`src/rtl/quad_pkg.sv`:
```
// Shared types and phase tables for the quadrature decoder.
package quad_pkg;

  typedef enum logic [1:0] {
    MODE_X1 = 2'd0,
    MODE_X2 = 2'd1,
    MODE_X4 = 2'd2
  } mode_e;

  typedef enum logic {
    INIT  = 1'b0,
    TRACK = 1'b1
  } fsm_e;

  typedef logic [1:0] phase_t;

  // Clockwise successor of each {a,b} phase.
  localparam phase_t CW_NEXT_00 = 2'b01;
  localparam phase_t CW_NEXT_01 = 2'b11;
  localparam phase_t CW_NEXT_11 = 2'b10;
  localparam phase_t CW_NEXT_10 = 2'b00;

  function automatic phase_t cw_next(input phase_t p);
    phase_t n;
    case (p)
      2'b00:   n = CW_NEXT_00;
      2'b01:   n = CW_NEXT_01;
      2'b11:   n = CW_NEXT_11;
      default: n = CW_NEXT_10;
    endcase
    return n;
  endfunction

  function automatic mode_e decode_mode(input logic [1:0] m);
    mode_e d;
    case (m)
      2'b00:   d = MODE_X1;
      2'b01:   d = MODE_X2;
      default: d = MODE_X4;
    endcase
    return d;
  endfunction

endpackage

```
`src/rtl/quad_filter.sv`:
```
// Synchroniser plus debounce for one encoder channel; reports the accepted
// level and whether the whole input path currently agrees with it.
module quad_filter #(
  parameter int unsigned FILT_LEN    = 3,
  parameter int unsigned SYNC_STAGES = 2
) (
  input  logic clk,
  input  logic rst_n,
  input  logic pin,
  output logic filt,
  output logic settled
);

  localparam int unsigned CW = (FILT_LEN > 1) ? $clog2(FILT_LEN) : 1;

  logic [SYNC_STAGES-1:0] sync_q;
  logic [CW-1:0]          cnt_q;
  logic                   s;

  assign s = sync_q[SYNC_STAGES-1];

  // Settled also requires the synchroniser chain to agree, so a pin level
  // still in flight after reset is not mistaken for a quiet input.
  assign settled = (cnt_q == '0) && (sync_q == {SYNC_STAGES{filt}});

  always_ff @(posedge clk or negedge rst_n) begin
    if (!rst_n) begin
      sync_q <= '0;
      cnt_q  <= '0;
      filt   <= 1'b0;
    end else begin
      sync_q <= {sync_q[SYNC_STAGES-2:0], pin};
      if (s == filt) begin
        cnt_q <= '0;
      end else if (cnt_q == CW'(FILT_LEN - 1)) begin
        filt  <= s;
        cnt_q <= '0;
      end else begin
        cnt_q <= cnt_q + CW'(1);
      end
    end
  end

endmodule

```
`src/rtl/quad_decoder.sv`:
```
// Quadrature decoder: filtered a/b phases decoded into step pulses, a wrapping
// position counter and illegal-transition flags.
module quad_decoder
  import quad_pkg::*;
#(
  parameter int unsigned CNT_W       = 16,
  parameter int unsigned FILT_LEN    = 3,
  parameter int unsigned SYNC_STAGES = 2
) (
  input  logic             clk,
  input  logic             rst_n,
  input  logic             a,
  input  logic             b,
  input  logic [1:0]       mode,
  input  logic             clr,
  output logic             cw,
  output logic             ccw,
  output logic             dir,
  output logic [CNT_W-1:0] pos,
  output logic             err,
  output logic             err_sticky
);

  // At least two quiet cycles so the first post-reset pin sample is seen.
  localparam int unsigned SETTLE_N = (FILT_LEN < 2) ? 2 : FILT_LEN;
  localparam int unsigned SW       = $clog2(SETTLE_N + 1);

  logic   f_a, f_b, set_a, set_b;
  fsm_e   state;
  phase_t prev, cur;
  logic [SW-1:0] settle_cnt;
  logic   step_cw, step_ccw, dbl, counted, err_now;
  mode_e  mode_d;

  quad_filter #(.FILT_LEN(FILT_LEN), .SYNC_STAGES(SYNC_STAGES)) u_filt_a (
    .clk(clk), .rst_n(rst_n), .pin(a), .filt(f_a), .settled(set_a)
  );

  quad_filter #(.FILT_LEN(FILT_LEN), .SYNC_STAGES(SYNC_STAGES)) u_filt_b (
    .clk(clk), .rst_n(rst_n), .pin(b), .filt(f_b), .settled(set_b)
  );

  always_comb begin
    cur      = {f_a, f_b};
    mode_d   = decode_mode(mode);
    step_cw  = (cur == cw_next(prev));
    step_ccw = (prev == cw_next(cur));
    dbl      = ((cur ^ prev) == 2'b11);
    counted  = 1'b1;
    case (mode_d)
      MODE_X1: counted = (cur == 2'b00);
      MODE_X2: counted = (cur[1] != prev[1]);
      default: counted = 1'b1;
    endcase
    err_now  = (state == TRACK) && dbl;
  end

  always_ff @(posedge clk or negedge rst_n) begin
    if (!rst_n) begin
      state      <= INIT;
      settle_cnt <= '0;
      prev       <= '0;
      cw         <= 1'b0;
      ccw        <= 1'b0;
      dir        <= 1'b0;
      pos        <= '0;
      err        <= 1'b0;
      err_sticky <= 1'b0;
    end else begin
      cw   <= 1'b0;
      ccw  <= 1'b0;
      prev <= cur;
      case (state)
        INIT: begin
          if (set_a && set_b) begin
            if (settle_cnt == SW'(SETTLE_N - 1)) state <= TRACK;
            else settle_cnt <= settle_cnt + SW'(1);
          end else begin
            settle_cnt <= '0;
          end
        end
        TRACK: begin
          if (!dbl && (step_cw || step_ccw) && counted) begin
            cw  <= step_cw;
            ccw <= step_ccw;
            dir <= step_cw;
            pos <= step_cw ? pos + CNT_W'(1) : pos - CNT_W'(1);
          end
        end
        default: state <= INIT;
      endcase
      // clr overrides the count update above; a same-cycle error still sets.
      if (clr) pos <= '0;
      err        <= err_now;
      err_sticky <= err_now | (err_sticky & ~clr);
    end
  end

endmodule

```
`config.mk`:
```
export PLATFORM = sky130hd
export DESIGN_NAME = quad_decoder
export DESIGN_NICKNAME = d
export VERILOG_FILES = /design/src/rtl/quad_pkg.sv /design/src/rtl/quad_filter.sv /design/src/rtl/quad_decoder.sv
export SDC_FILE = /design/constraint.sdc
export NUM_CORES = 1
export LEC_CHECK = 0
export ABC_AREA = 1
export CORE_ASPECT_RATIO = 2
export CORE_UTILIZATION = 56
export DETAILED_ROUTE_END_ITERATION = 12
export PLACE_DENSITY = 0.8
export SLEW_MARGIN = 40
export SYNTH_ARGS = -nofsm -noshare
export SYNTH_HDL_FRONTEND = slang
export SYNTH_HIERARCHICAL = 1
export SYNTH_SLANG_ARGS = --single-unit
```
`constraint.sdc`:
```
create_clock -name clk -period 3.1 [get_ports clk]
set_input_delay 0.62 -clock clk [delete_from_list [all_inputs] [get_ports clk]]
set_output_delay 0.62 -clock clk [all_outputs]
set_load 0.01 [all_outputs]
```
After elaboration in Yosys (flattened, before gate mapping). Cells that the tools add are included.

Bitwise gates (word level): 7. Equality and inequality tests: 18. Multiplexer cells: 21. Reductions and logical operators: 21. $add $sub $neg: 5.

Operator list (number): 2-to-1 mux 16 bit (4); adder 16 x 1 -> 16 bit (second input constant) (1); subtractor 16 x 1 -> 16 bit (second input constant) (1); == test 2 bit (second input constant) (6); logical NOT 2 bit (6); 2-to-1 mux 2 bit (6); one-hot mux 2 bit (3 select lines) (2); AND reduction 2 bit (5); == test 2 x 1 -> 1 bit (second input constant) (4); == test 2 bit (4); 2-to-1 mux 1 bit (7); adder 2 x 1 -> 2 bit (second input constant) (3); logical AND 1 bit (6); NOT 1 bit (4); one-hot mux 2 bit (2 select lines) (1); nonzero test 2 bit (2); == test 1 bit (2); != test 2 bit (second input constant) (1); one-hot mux 1 bit (2 select lines) (1); XOR 2 bit (1); bitwise AND 1 bit (1); logical NOT 1 bit (1); logical OR 1 bit (1); != test 1 bit (1); bitwise OR 1 bit (1).

Register bits: 36. Output and inout bits: 21.

Depth between registers and ports, before layout.
Depth in word-level cells: 9. Mapped depth: 12. Depth with buffers taken out: 12.

Cells and area by module. The synthesis kept the hierarchy.

Modules (own cells, without submodules): quad_decoder (area each 2034.5 um^2, instances 1, cells an instance 295); quad_filter at u_filt_a (area each 214.0 um^2, instances 1, cells an instance 27); quad_filter at u_filt_b (area each 207.7 um^2, instances 1, cells an instance 26).

Worst setup path before layout. OpenSTA, ideal clock, no wires.

Path kind: register to register. Start point: register u_filt_b.filt. End point: register pos[8]. Slack: 0.862 ns. Data arrival time: 2.121 ns. Cell stages (with the launch flop): 11. Data required time: 2.983 ns. Buffers on the path: 0. Path through: dfrtp_1 > xor2_1 > nand2_2 > fa_1 > nand3_1 > nand3_1 > nand2_1 > nand2_1 > or2_2 > nand3_1 > nand2_1.

Longest elaborated chain between the ends: 8. Elaborated cells between the ends (all ways): 19. Classes of those cells: eq/ne (5); mux (6); bitwise (1); reduce/logical (7).

RTL lines: from (decl) (line quad_filter.sv:10) `output logic filt,`; from (signal assigned) (line quad_filter.sv:36) `filt <= s;`; == test 2 bit, or another cell as far along (line quad_pkg.sv:25) `case (p)`; one-hot mux 2 bit (3 select lines) (line quad_pkg.sv:25); == test 2 bit (line quad_decoder.sv:47) `step_ccw = (prev == cw_next(cur));`; logical OR 1 bit (line quad_decoder.sv:83) `if (!dbl && (step_cw || step_ccw) && counted) begin`; logical AND 1 bit (2 in a row) (line quad_decoder.sv:83); nonzero test 2 bit (no line); AND reduction 2 bit (no line); to (signal assigned) (line quad_decoder.sv:87) `pos <= step_cw ? pos + CNT_W'(1) : pos - CNT_W'(1);`; to (decl) (line quad_decoder.sv:19) `output logic [CNT_W-1:0] pos,`.

Parallel ways exist; a longest one is shown, timed or not. The select of a mux whose other input is x is not followed. A chain may end at the register's enable or synchronous reset.

Worst setup path in the final report.
Start point: register u_filt_b.filt. End point: register pos[14].

Same word-level chain as after synthesis.

==> summary.md <==
| Metric | Value |
|---|---|
| Commonest non-fill, non-tap cell in the layout | nand2_1 |
| Die H | approximately 96 um |
| Power Density | 889.6 nW/um2 |
| Max-slew violations | 0 |
| N_diodes | 0 |
| Iter 0 DRT Violations | 34 |
| Relative slew slack | 66.56% |
| Vias post-DR | 2176 |
| Number of max-cap violations | 0 |
| Synth top area cells | dfrtp_1 (37%), nand2_1 (22%), ha_1 (8.7%) |
| Critical Path AT | 2720 ps |
| Synth area leader | dfrtp_1 |
| #FFs+latches synth | 36 |
| Yosys cell types | 26 |
| Total power draw | 2.549 mW |
| Crit end category | flop |
| Fin. Hold Viols | 0 |
| Remaining antenna violation count | 0 |
| Yosys top cell area share | 36.68% |
| Reg clk slew, reported paths | 70 ps |
| Area Overhead vs Synth | 16.66% |
| Crit path time final | 2543 ps |
| Hold bufs inserted after CTS | 0 |
| Most common cell on crit path | nand2_1 |
| TritonCTS buffer count | 5 |
| Wire length on met2 | slightly above 3000 um |
| Critical Path Source Type | flop |
| Placed cell area | 2766 um2 |
| Clock sinks | 36 |
| Worst hold path class | input pin to async pin |
| Slowest stage delay, CP | 510 ps |
| Fin nets | a little over 400 |
| Cell Chain, Critical Path | xor2_1, nand2_2, ha_1, nand2_1, nor2_1, nand2_1, nand3_1, nand2_1, nand2_1, nand2_1, nand3_1, nand2_1 |
| Met3 wire length | 96 um |
| Most frequent cells in the layout | nand2_1 (144), inv_1 (54), dfrtp_1 (36) |
| H-tree levels | 2 |
| Skew final | 8.623 ps |
| Tcrit/Tclk final | 82.04% |
| # IOs | 28 |
| Drt wl/cell | 12.37 um |
| Number of global-route vias before repair | between 2k and 2.5k |
| Syn. warnings | 6 |
| Reg2reg start | u_filt_b/filt$_DFFE_PN0P_ |
| Delay-heaviest family, CP | simple AND/OR/NAND/NOR gates |
| First-pass GRT wire length | approximately 9000 um |
| Die footprint | 4671 um2 |
| Mapped Area | 2456 um2 |
| Least-Margin Pin Slew | ~500 ps |
| Seq/Total Area, Yosys | 36.68% |
| Top Layer Used | met4 |
| TNS Setup | 0 ps |
| Global route overflow | 0 |
| Setup Fix Bufs, Post-CTS | 0 |
| R2R depth | 12 |
| Max VDD drop | 0.7485 mV |
| Setup ws final | ~560 ps |
| R2R Path End | pos[14]$_DFFE_PN0P_ |
| Syn nets | 373 |
| Largest net degree at the start of global routing | 37 |
| Initial core utilization | 59.48% |
| WP buf/inv | 0 |
| HPWL after detailed placement | 4049 um |
| Leakage | 1.611 nW |
| Setup violations, final | 0 |
| Post-Synthesis Cells | 348 |
| Clock Path Buffers | 2 |
| Post_cts resized | 0 |
| Die W | 48.83 um |
| R2R Setup Slk | between 500 and 600 ps |
| Crit-path max FO | 21 |
| DRC errors left | 0 |
| Fill cell count | 365 |
| Data required, critical path | 3280 ps |
| Avg Inst Size Synth | 7.058 um2 |
| Share of cells above drive strength 1 | 4.474% |
| Detailed-route wire length | 5342 um |
| Finished Cell Area | between 2000 and 3000 um2 |
| Row count | 33 |
| GRT Overall Usage | 25.98% |
| Gpl congestion | 0.9007 |
| Worst-skew pair later-pin latency | 280 ps |
| Crit Path Category | flop to flop |
| Initial antenna violation count | 0 |
| Fin util | 69.39% |
| First-pass iteration count of the detailed router | 4 |
| Critical-path top delay cell | ha_1 |
| Wl on met1 | 1920 um |
| Root Buffer | clkbuf_8 |
| Status | finished clean |
| Pre-CTS setup slack | 581.1 ps |
| Max Clk Rate | between 0.3 and 0.4 GHz |
| Unrepaired setup endpoints after global routing | no |
| Via density | 5.037 |
| CTS tree | done |
| PortBufs | 27 |
| Core area | ~4100 um2 |
[registers in the layout, indices dropped and copies added, names as in the netlist]
name and cells:
state 1, prev 2, cw 1, u_filt_a/cnt_q 2
u_filt_a/sync_q 2, pos 16, dir 1, err_sticky 1
ccw 1, u_filt_b/sync_q 2, settle_cnt 2, u_filt_b/filt 1
u_filt_a/filt 1, u_filt_b/cnt_q 2, err 1
[logic make-up (layout without fill, tap and decap cells)]
| logic type | after synthesis | count (layout) | share of synthesized area, % |
|---|---|---|---|
| AND/OR/NAND/NOR | 211 | 211 | 37.09 |
| buffers and inverters | 56 | 88 | 9.067 |
| flip-flops | 36 | 36 | 36.68 |
| adder cells (fa/ha/maj) | 18 | 18 | 9.475 |
| AO/OA/AOI/OAI | 17 | 17 | 4.126 |
| XOR/XNOR | 10 | 10 | 3.566 |
[routing by layer]
layer  vias up  track usage [%]
met2        35            50.93
met1       992            23.05
met5         -                0
li1       1128                -
met4         0            20.59
met3        21            3.190
[area by class of cell]
class                   instances  area [um2]  area share (%)
flip-flops and latches         36       900.9           31.44
inverters                      54       202.7           7.074
clock buffers                   7       96.34           3.362
repair buffers                 27       267.8           9.345
multi-input cells             256        1333           46.51
well taps                      52       65.06           2.271
[cells in the mapped netlist]
library cell,n
a21oi_1,12
a31oi_4,1
and2_1,2
buf_2,1
buf_8,1
dfrtp_1,36
fa_1,1
ha_1,17
inv_1,54
nand2_1,144
nand2_2,2
nand2_4,1
nand3_1,22
nand3_2,2
nand3_4,1
nand3b_1,4
nand4_1,3
nor2_1,25
nor2_8,1
nor3_1,1
o21ai_0,4
or2_0,1
or2_1,1
or2_2,1
xnor2_1,2
xor2_1,8
[power breakdown]
group,total [mW],switching (mW),internal [mW],leakage (nW)
logic,1.58,1.04,0.537,1.08
clock network,0.360,0.162,0.198,0.0503
registers,0.612,0.0776,0.534,0.478
total,2.55,1.28,1.27,1.61
[how the worst max path moves through the flow]
stage / from / endpoint / slack, ps / depth (start not counted)
floorplan: u_filt_b/filt$_DFFE_PN0P_ / pos[8]$_DFFE_PN0P_ / 860 / 10
global placement: u_filt_b/filt$_DFFE_PN0P_ / pos[8]$_DFFE_PN0P_ / 670 / 10
detailed placement: u_filt_b/filt$_DFFE_PN0P_ / pos[14]$_DFFE_PN0P_ / 580 / 12
CTS: u_filt_b/filt$_DFFE_PN0P_ / pos[14]$_DFFE_PN0P_ / 550 / 12
global route: u_filt_b/filt$_DFFE_PN0P_ / pos[14]$_DFFE_PN0P_ / 300 / 12
finish: u_filt_b/filt$_DFFE_PN0P_ / pos[14]$_DFFE_PN0P_ / 560 / 12
[metrics by stage]
stage,std cells,hold slack (ps)
after floorplan,348,324.4
after global placement,425,395.9
after detailed placement,425,400.2
after CTS,432,415.8
after global routing,432,328.8
final,432,284.0
Note: power is estimated with default switching activity, not from simulation.
